`config.mk`:
```
export PLATFORM = sky130hd
export DESIGN_NAME = walksat_step_controller_flat
export DESIGN_NICKNAME = d
export VERILOG_FILES = /design/src/rtl/walksat_ctrl_pkg.sv /design/src/rtl/walksat_step_controller_if.sv /design/src/rtl/walksat_lfsr16.sv /design/src/rtl/walksat_step_controller.sv /design/src/flat_wrapper.sv
export SDC_FILE = /design/constraint.sdc
export NUM_CORES = 1
export LEC_CHECK = 0
export ABC_AREA = 1
export CORE_MARGIN = 4
export CORE_UTILIZATION = 50
export CTS_CLUSTER_DIAMETER = 200
export DETAILED_ROUTE_END_ITERATION = 10
export DONT_BUFFER_PORTS = 1
export GPL_TIMING_DRIVEN = 0
export PLACE_DENSITY = 0.78
export RECOVER_POWER = 50
export SKIP_CTS_REPAIR_TIMING = 1
export SYNTH_ARGS = -nofsm -noshare
export SYNTH_HDL_FRONTEND = slang
export SYNTH_HIERARCHICAL = 1
export SYNTH_SLANG_ARGS = --single-unit
```
`constraint.sdc`:
```
create_clock -name clk_i -period 1.9 [get_ports clk_i]
set_input_delay 0.19 -clock clk_i [delete_from_list [all_inputs] [get_ports clk_i]]
set_output_delay 0.19 -clock clk_i [all_outputs]
set_load 0.03 [all_outputs]
```
`src/rtl/walksat_ctrl_pkg.sv`:
```
// Shared definitions for the WalkSAT step controller: state encoding,
// control-word field positions, sub-field encodings and the LFSR step.
package walksat_ctrl_pkg;

  typedef enum logic [3:0] {
    ST_IDLE     = 4'd0,
    ST_INIT     = 4'd1,
    ST_EVAL     = 4'd2,
    ST_CHECK    = 4'd3,
    ST_POP      = 4'd4,
    ST_FETCH    = 4'd5,
    ST_BREAK    = 4'd6,
    ST_SELECT   = 4'd7,
    ST_FLIP     = 4'd8,
    ST_DONE_SAT = 4'd9,
    ST_DONE_TO  = 4'd10
  } state_e;

  // Bit positions inside the 14-bit control word
  localparam int CW_CR_WR_EN    = 0;
  localparam int CW_VT_EN       = 1;
  localparam int CW_VT_WR_EN    = 2;
  localparam int CW_UCB_OP_LO   = 3;
  localparam int CW_BC_EN       = 5;
  localparam int CW_EVAL_EN     = 6;
  localparam int CW_FIFO_WR_EN  = 7;
  localparam int CW_FIFO_RD_EN  = 8;
  localparam int CW_LIT_SEL_LO  = 9;
  localparam int CW_SEL_MODE_LO = 11;
  localparam int CW_RESERVED    = 13;

  typedef enum logic [1:0] {
    UCB_NOP   = 2'b00,
    UCB_PUSH  = 2'b01,
    UCB_POP   = 2'b10,
    UCB_CLEAR = 2'b11
  } ucb_op_e;

  typedef enum logic [1:0] {
    SEL_NONE   = 2'b00,
    SEL_GREEDY = 2'b01,
    SEL_RANDOM = 2'b10
  } sel_mode_e;

  // Fibonacci step, taps 16,14,13,11 (bit indices 15,13,12,10), shifting left
  function automatic logic [15:0] lfsr16_next(input logic [15:0] v);
    logic fb;
    fb = v[15] ^ v[13] ^ v[12] ^ v[10];
    return {v[14:0], fb};
  endfunction

endpackage

```
`src/rtl/walksat_step_controller_if.sv`:
```
// Handshake/status bundle between the host side and the step controller.
interface walksat_step_controller_if #(
  parameter int CONTROLLER_SIGNAL_WIDTH = 14,
  parameter int FLIP_CNT_WIDTH          = 32
);
  logic                               start_i;
  logic                               abort_i;
  logic [FLIP_CNT_WIDTH-1:0]          max_flips_i;
  logic [15:0]                        noise_p_i;
  logic                               eval_done_i;
  logic                               unsat_empty_i;
  logic                               break_done_i;
  logic [CONTROLLER_SIGNAL_WIDTH-1:0] control_signal_o;
  logic                               busy_o;
  logic                               sat_o;
  logic                               timeout_o;
  logic [FLIP_CNT_WIDTH-1:0]          flip_count_o;

  modport master (
    output start_i, abort_i, max_flips_i, noise_p_i,
           eval_done_i, unsat_empty_i, break_done_i,
    input  control_signal_o, busy_o, sat_o, timeout_o, flip_count_o
  );

  modport slave (
    input  start_i, abort_i, max_flips_i, noise_p_i,
           eval_done_i, unsat_empty_i, break_done_i,
    output control_signal_o, busy_o, sat_o, timeout_o, flip_count_o
  );
endinterface

```
`src/rtl/walksat_lfsr16.sv`:
```
// 16-bit Fibonacci LFSR used for the random-walk decision; loads seed on reset.
module walksat_lfsr16
  import walksat_ctrl_pkg::*;
(
  input  logic        clk,
  input  logic        rst,
  input  logic        en,
  input  logic [15:0] seed,
  output logic [15:0] value
);

  // Load seed on reset, otherwise step only when enabled
  always_ff @(posedge clk) begin
    if (rst) begin
      value <= seed;
    end else if (en) begin
      value <= lfsr16_next(value);
    end
  end

endmodule

```
`src/rtl/walksat_step_controller.sv`:
```
// WalkSAT step sequencer: drives the december_top_file control word through
// eval -> check -> pop -> fetch -> break -> select -> flip, one flip per loop.
module walksat_step_controller
  import walksat_ctrl_pkg::*;
#(
  parameter int          NSAT                    = 3,
  parameter int          CONTROLLER_SIGNAL_WIDTH = 14,
  parameter int          FLIP_CNT_WIDTH          = 32,
  parameter logic [15:0] LFSR_SEED               = 16'hACE1
) (
  input logic                      clk_i,
  input logic                      rst_i,
  walksat_step_controller_if.slave bus
);

  state_e                             state_r, state_nxt;
  logic [1:0]                         fetch_idx_r, fetch_idx_nxt;
  logic [CONTROLLER_SIGNAL_WIDTH-1:0] ctrl_r, word_nxt;
  logic                               busy_r, busy_nxt;
  logic                               sat_r, timeout_r;
  logic [FLIP_CNT_WIDTH-1:0]          flip_count_r, max_flips_r;
  logic [15:0]                        lfsr_value;
  logic                               lfsr_en;

  // The LFSR advances exactly once per SELECT cycle
  assign lfsr_en = (state_r == ST_SELECT);

  walksat_lfsr16 u_lfsr (
    .clk   (clk_i),
    .rst   (rst_i),
    .en    (lfsr_en),
    .seed  (LFSR_SEED),
    .value (lfsr_value)
  );

  // Next-state and fetch-index logic; abort overrides every transition
  always_comb begin
    state_nxt     = state_r;
    fetch_idx_nxt = fetch_idx_r;
    if (bus.abort_i) begin
      state_nxt     = ST_IDLE;
      fetch_idx_nxt = 2'd0;
    end else begin
      case (state_r)
        ST_IDLE, ST_DONE_SAT, ST_DONE_TO: begin
          if (bus.start_i) state_nxt = ST_INIT;
          else             state_nxt = state_r;
        end
        ST_INIT: state_nxt = ST_EVAL;
        ST_EVAL: begin
          if (bus.eval_done_i) state_nxt = ST_CHECK;
          else                 state_nxt = ST_EVAL;
        end
        ST_CHECK: begin
          if (bus.unsat_empty_i)               state_nxt = ST_DONE_SAT;
          else if (flip_count_r == max_flips_r) state_nxt = ST_DONE_TO;
          else                                  state_nxt = ST_POP;
        end
        ST_POP: begin
          state_nxt     = ST_FETCH;
          fetch_idx_nxt = 2'd0;
        end
        ST_FETCH: begin
          if (fetch_idx_r == 2'(NSAT - 1)) begin
            state_nxt     = ST_BREAK;
            fetch_idx_nxt = 2'd0;
          end else begin
            state_nxt     = ST_FETCH;
            fetch_idx_nxt = fetch_idx_r + 2'd1;
          end
        end
        ST_BREAK: begin
          if (bus.break_done_i) state_nxt = ST_SELECT;
          else                  state_nxt = ST_BREAK;
        end
        ST_SELECT: state_nxt = ST_FLIP;
        ST_FLIP:   state_nxt = ST_EVAL;
        default:   state_nxt = ST_IDLE;
      endcase
    end
  end

  // Control word and busy flag for the state being entered, so the
  // registered copies line up with the state register
  always_comb begin
    word_nxt = '0;
    busy_nxt = 1'b1;
    case (state_nxt)
      ST_INIT: begin
        word_nxt[CW_UCB_OP_LO +: 2] = UCB_CLEAR;
        word_nxt[CW_EVAL_EN]        = 1'b1;
      end
      ST_EVAL: word_nxt[CW_EVAL_EN] = 1'b1;
      ST_POP: begin
        word_nxt[CW_UCB_OP_LO +: 2] = UCB_POP;
        word_nxt[CW_CR_WR_EN]       = 1'b1;
      end
      ST_FETCH: begin
        word_nxt[CW_VT_EN]           = 1'b1;
        word_nxt[CW_FIFO_WR_EN]      = 1'b1;
        word_nxt[CW_LIT_SEL_LO +: 2] = fetch_idx_nxt;
      end
      ST_BREAK: word_nxt[CW_BC_EN] = 1'b1;
      ST_SELECT: begin
        if (lfsr_value < bus.noise_p_i) word_nxt[CW_SEL_MODE_LO +: 2] = SEL_RANDOM;
        else                            word_nxt[CW_SEL_MODE_LO +: 2] = SEL_GREEDY;
      end
      ST_FLIP: begin
        word_nxt[CW_VT_EN]      = 1'b1;
        word_nxt[CW_VT_WR_EN]   = 1'b1;
        word_nxt[CW_FIFO_RD_EN] = 1'b1;
      end
      ST_IDLE, ST_DONE_SAT, ST_DONE_TO: busy_nxt = 1'b0;
      default: word_nxt = '0;
    endcase
    word_nxt[CW_RESERVED] = 1'b0;
  end

  // State, registered outputs, run flags and the saturating flip counter
  always_ff @(posedge clk_i) begin
    if (rst_i) begin
      state_r      <= ST_IDLE;
      fetch_idx_r  <= 2'd0;
      ctrl_r       <= '0;
      busy_r       <= 1'b0;
      sat_r        <= 1'b0;
      timeout_r    <= 1'b0;
      flip_count_r <= '0;
      max_flips_r  <= '0;
    end else begin
      state_r     <= state_nxt;
      fetch_idx_r <= fetch_idx_nxt;
      ctrl_r      <= word_nxt;
      busy_r      <= busy_nxt;
      if (bus.abort_i) begin
        sat_r     <= 1'b0;
        timeout_r <= 1'b0;
      end else if (state_nxt == ST_INIT) begin
        sat_r        <= 1'b0;
        timeout_r    <= 1'b0;
        flip_count_r <= '0;
        max_flips_r  <= bus.max_flips_i;
      end else begin
        if (state_r == ST_CHECK && state_nxt == ST_DONE_SAT) sat_r <= 1'b1;
        if (state_r == ST_CHECK && state_nxt == ST_DONE_TO)  timeout_r <= 1'b1;
        if (state_nxt == ST_FLIP && flip_count_r != {FLIP_CNT_WIDTH{1'b1}})
          flip_count_r <= flip_count_r + FLIP_CNT_WIDTH'(1);
      end
    end
  end

  assign bus.control_signal_o = ctrl_r;
  assign bus.busy_o           = busy_r;
  assign bus.sat_o            = sat_r;
  assign bus.timeout_o        = timeout_r;
  assign bus.flip_count_o     = flip_count_r;

endmodule
```
`src/flat_wrapper.sv`:
```
// flat-port wrapper written by rule: the top's interface ports become plain ports
module walksat_step_controller_flat import walksat_ctrl_pkg::*;
#(
  parameter int          NSAT                    = 3,
  parameter int          CONTROLLER_SIGNAL_WIDTH = 14,
  parameter int          FLIP_CNT_WIDTH          = 32,
  parameter logic [15:0] LFSR_SEED               = 16'hACE1
)
  (clk_i, rst_i, bus_start_i, bus_abort_i, bus_max_flips_i, bus_noise_p_i, bus_eval_done_i, bus_unsat_empty_i, bus_break_done_i, bus_control_signal_o, bus_busy_o, bus_sat_o, bus_timeout_o, bus_flip_count_o);
  walksat_step_controller_if #(.CONTROLLER_SIGNAL_WIDTH(CONTROLLER_SIGNAL_WIDTH), .FLIP_CNT_WIDTH(FLIP_CNT_WIDTH)) bus_i ();
  input logic clk_i;
  input logic rst_i;
  input wire logic [$bits(bus_i.start_i)-1:0] bus_start_i;
  input wire logic [$bits(bus_i.abort_i)-1:0] bus_abort_i;
  input wire logic [$bits(bus_i.max_flips_i)-1:0] bus_max_flips_i;
  input wire logic [$bits(bus_i.noise_p_i)-1:0] bus_noise_p_i;
  input wire logic [$bits(bus_i.eval_done_i)-1:0] bus_eval_done_i;
  input wire logic [$bits(bus_i.unsat_empty_i)-1:0] bus_unsat_empty_i;
  input wire logic [$bits(bus_i.break_done_i)-1:0] bus_break_done_i;
  output wire logic [$bits(bus_i.control_signal_o)-1:0] bus_control_signal_o;
  output wire logic [$bits(bus_i.busy_o)-1:0] bus_busy_o;
  output wire logic [$bits(bus_i.sat_o)-1:0] bus_sat_o;
  output wire logic [$bits(bus_i.timeout_o)-1:0] bus_timeout_o;
  output wire logic [$bits(bus_i.flip_count_o)-1:0] bus_flip_count_o;
  assign bus_i.start_i = bus_start_i;
  assign bus_i.abort_i = bus_abort_i;
  assign bus_i.max_flips_i = bus_max_flips_i;
  assign bus_i.noise_p_i = bus_noise_p_i;
  assign bus_i.eval_done_i = bus_eval_done_i;
  assign bus_i.unsat_empty_i = bus_unsat_empty_i;
  assign bus_i.break_done_i = bus_break_done_i;
  assign bus_control_signal_o = bus_i.control_signal_o;
  assign bus_busy_o = bus_i.busy_o;
  assign bus_sat_o = bus_i.sat_o;
  assign bus_timeout_o = bus_i.timeout_o;
  assign bus_flip_count_o = bus_i.flip_count_o;
  walksat_step_controller #(.NSAT(NSAT), .CONTROLLER_SIGNAL_WIDTH(CONTROLLER_SIGNAL_WIDTH), .FLIP_CNT_WIDTH(FLIP_CNT_WIDTH), .LFSR_SEED(LFSR_SEED)) u_core (.clk_i(clk_i), .rst_i(rst_i), .bus(bus_i));
endmodule
```
==> reports/qor.csv <==
metric,value,unit
status,"complete, but fails checks",
failing checks,negative setup slack,
Routed Antenna Nets,0,
CP bufs+invs,3,
Critical Path AT,2550,ps
final setup margin,-412.9,ps
CP Launch Point,u_core/bus.flip_count_o[1]$_SDFFE_PP0P_,
clk sinks,101,
Syn Inst Count,849,
Mean Syn Cell Area,6.955,sq um
R2R Setup Slk,-410,ps
filler instances,1011,
most frequent cells in the layout,"nand2_1, inv_1, nor2_1, dfxtp_1, o21ai_0",
Die Area,13610,sq um
# IOs,104,
Reg2Reg Depth,13,
worst skew pair latency,360,ps
post-synthesis sequential area ratio,36.96,%
Power Total,5.637,mW
number of synthesized flops with an enable pin,16,
Via density,5.206,
CTS tree,built,
Crit Path Max Fanout,10,
Leakage,3.198,nW
CP endpoint kind,flip-flop,
# nets final,956,
WHS Path Cells,2,
RSZ-0062 raised after global routing,true,
Worst VDD drop,0.0007650,V
crit path time final,2313,ps
fmax,0.4324,GHz
pwr dens,812.0,nW/um^2
min-delay worst type,in -> reg,
P&R area growth vs syn,17.57,%
antenna cells,0,
Cell variety after synth,39,
share of layout cells above drive strength 1,17.08,%
Post-Syn Area,5904,sq um
largest net degree at the start of global routing,18,
drt drc,0,
global route total overflow,0,
CP peak stage delay,510,ps
Critical R2R Launch,u_core/bus.flip_count_o[1]$_SDFFE_PP0P_,
drt pass-1 iters,5,
Total GRT Usage,22.43,%
MaxCap Viol Count,0,
clk buf depth,2,
Worst EP required,2140,ps
Clk Tree Root Cell,clkbuf_16,
Min-Delay Endpoint,u_core/max_flips_r[0]$_SDFFE_PP0P_,
"Slowest-stage cell, CP",dfxtp_2,
Die H,116.7,microns
cell chain of the critical path,ha_2 -> nand3_2 -> inv_2 -> nand2_1 -> inv_2 -> nand3_1 -> nor2_1 -> nand3_1 -> nand3_4 -> buf_4 -> nand3_1 -> nand2_1 -> nor2_1,
H-tree depth,3,
"Setup violations, final",71,
Main synth FF type,dfxtp_1,
first-pass GRT wire length,23.90,mm
Yosys warning total,6,
final worst-path cycle share,121.7,%
routability cong.,0.9532,
Starting Density,51.49,%
detailed-route wire length per cell,15.03,microns
Post-synth ARST share,0,%
number of global-route vias before repair,4869,
I/O Buffers,0,
Worst Clk Skew,10.53,ps
Fin Hold WS,12.88,ps
Worst-path clk slew,70,ps
pre-CTS worst setup slack,-548.1,ps
Top Family by Delay on Critical Path,simple AND/OR/NAND/NOR gates,
CP Launch Type,flip-flop,
initial antenna violation count,0,
worst slew pin tran,621.0,ps
"FF+latch count, synth",101,
DRT iter0 DRCs,400,
"wirelength, routed",15.53,mm
critical path class,reg -> reg,
"commonest non-fill, non-tap cell in the layout",nand2_1,
Die X,116.7,microns
WP depth,13,
Final Hold Viols,0,
DR vias,5378,
core area,11470,sq um
Slew headroom,58.22,%
Core Rows,39,
RR Endpoint,u_core/bus.flip_count_o[10]$_SDFFE_PP0P_,
"Slew Viols, Final",0,
total CTS buffers,9,
start point of the worst hold path,bus_max_flips_i[0],
Post-DP HPWL,11.41,mm
"most used cell, CP",nand3_1,
## worst reg2reg max path: stages, from the launching register on
cell	delay, ps
dfxtp_2	510
ha_2	300
nand3_2	150
inv_2	70
nand2_1	60
inv_2	80
nand3_1	70
nor2_1	170
nand3_1	150
nand3_4	190
buf_4	220
nand3_1	100
nand2_1	70
nor2_1	50
## sequential cells by signal, summed over array words and instances, names as in the netlist
register                     count
u_core/max_flips_r              32
u_core/bus.timeout_o             1
u_core/bus.flip_count_o         32
u_core/bus.busy_o                1
u_core/bus.sat_o                 1
u_core/fetch_idx_r               2
u_core/u_lfsr/value             16
u_core/state_r                   4
u_core/bus.control_signal_o     12
## where the power goes
part	internal, mW	switching (mW)
logic	0.427	0.605
registers	2.34	0.308
clock network	1.14	0.811
## cells by family after synthesis
logic type | after synthesis | synth area share [%]
AOI/OAI and AO/OA | 120 | 10.81
xor gates and xnor gates | 51 | 7.565
adders and majority gates | 16 | 3.391
buffers and inverters | 171 | 12.16
DFF | 101 | 36.96
other | 2 | 0.1272
and+or+nand+nor | 388 | 28.99
## worst max-delay path by stage
| stage | slack, ps | to |
|---|---|---|
| 6_report | -410 | u_core/bus.flip_count_o[10]$_SDFFE_PP0P_ |
| 5_1_grt | -540 | u_core/bus.flip_count_o[18]$_SDFFE_PP0P_ |
| 2_1_floorplan | -8 | u_core/bus.flip_count_o[25]$_SDFFE_PP0P_ |
| 4_1_cts | -570 | u_core/bus.flip_count_o[16]$_SDFFE_PP0P_ |
| 3_5_place_dp | -550 | u_core/bus.flip_count_o[16]$_SDFFE_PP0P_ |
| 3_3_place_gp | -530 | u_core/bus.control_signal_o[4]$_SDFF_PP0_ |
## metrics by stage
stage / util [%] / cell area (sq um) / std cells / TNS [ps]
floorplan: - / 6045 / 864 / -8.182
global placement: 54.27 / 6223 / 1007 / -30500
detailed placement: 54.27 / 6223 / 1007 / -31310
CTS: 57.05 / 6543 / 1023 / -32310
global route: 60.53 / 6942 / 1033 / -33670
finish: 60.53 / 6942 / 1033 / -23200
## layer usage
metal  routed length, microns  global-route usage [%]  vias to the layer above
li1                         -                       -                     2747
met1                     6745                   29.27                     2394
met2                     7315                   36.92                      211
met3                     1235                   5.751                       26
met4                      234                   6.269                        0
met5                        0                       0                        -
## cell usage after synthesis, types with 2 or more instances
cell type	number	area share [%]
dfxtp_1	85	29
inv_2	10	0.64
nand2_1	195	12
nor3b_1	2	0.25
edfxtp_1	16	8.1
conb_1	2	0.13
nor4_1	7	0.74
nand2_2	3	0.32
a21oi_1	39	3.3
o211ai_1	3	0.38
xnor2_1	25	3.7
nor3_1	20	1.7
clkbuf_1	5	0.32
inv_1	126	8.0
buf_6	5	0.95
buf_2	16	1.4
a21oi_2	4	0.59
nor2_1	88	5.6
ha_1	16	3.4
a21boi_0	2	0.25
buf_4	4	0.51
o21ai_1	19	1.6
buf_1	2	0.13
nor3_2	3	0.51
nand3_1	42	3.6
nand3_2	7	1.2
o21ai_0	50	4.2
xor2_1	26	3.9
clkbuf_2	3	0.25
nor2_2	3	0.32
nand4_1	12	1.3
nand3b_1	2	0.25
## final cells by class
| class | count | area (sq um) | share of cell area [%] |
|---|---|---|---|
| clock buffers | 12 | 267.8 | 3.857 |
| well taps | 143 | 178.9 | 2.578 |
| plain buffers | 35 | 302.8 | 4.362 |
| clock inverters | 4 | 51.30 | 0.7390 |
| repair buffers | 9 | 111.4 | 1.604 |
| flip-flops and latches | 101 | 2292 | 33.02 |
| inverters | 136 | 513.0 | 7.390 |
| multi-input cells | 593 | 3224 | 46.45 |
No activity file was read; power rests on OpenSTA's default activity.
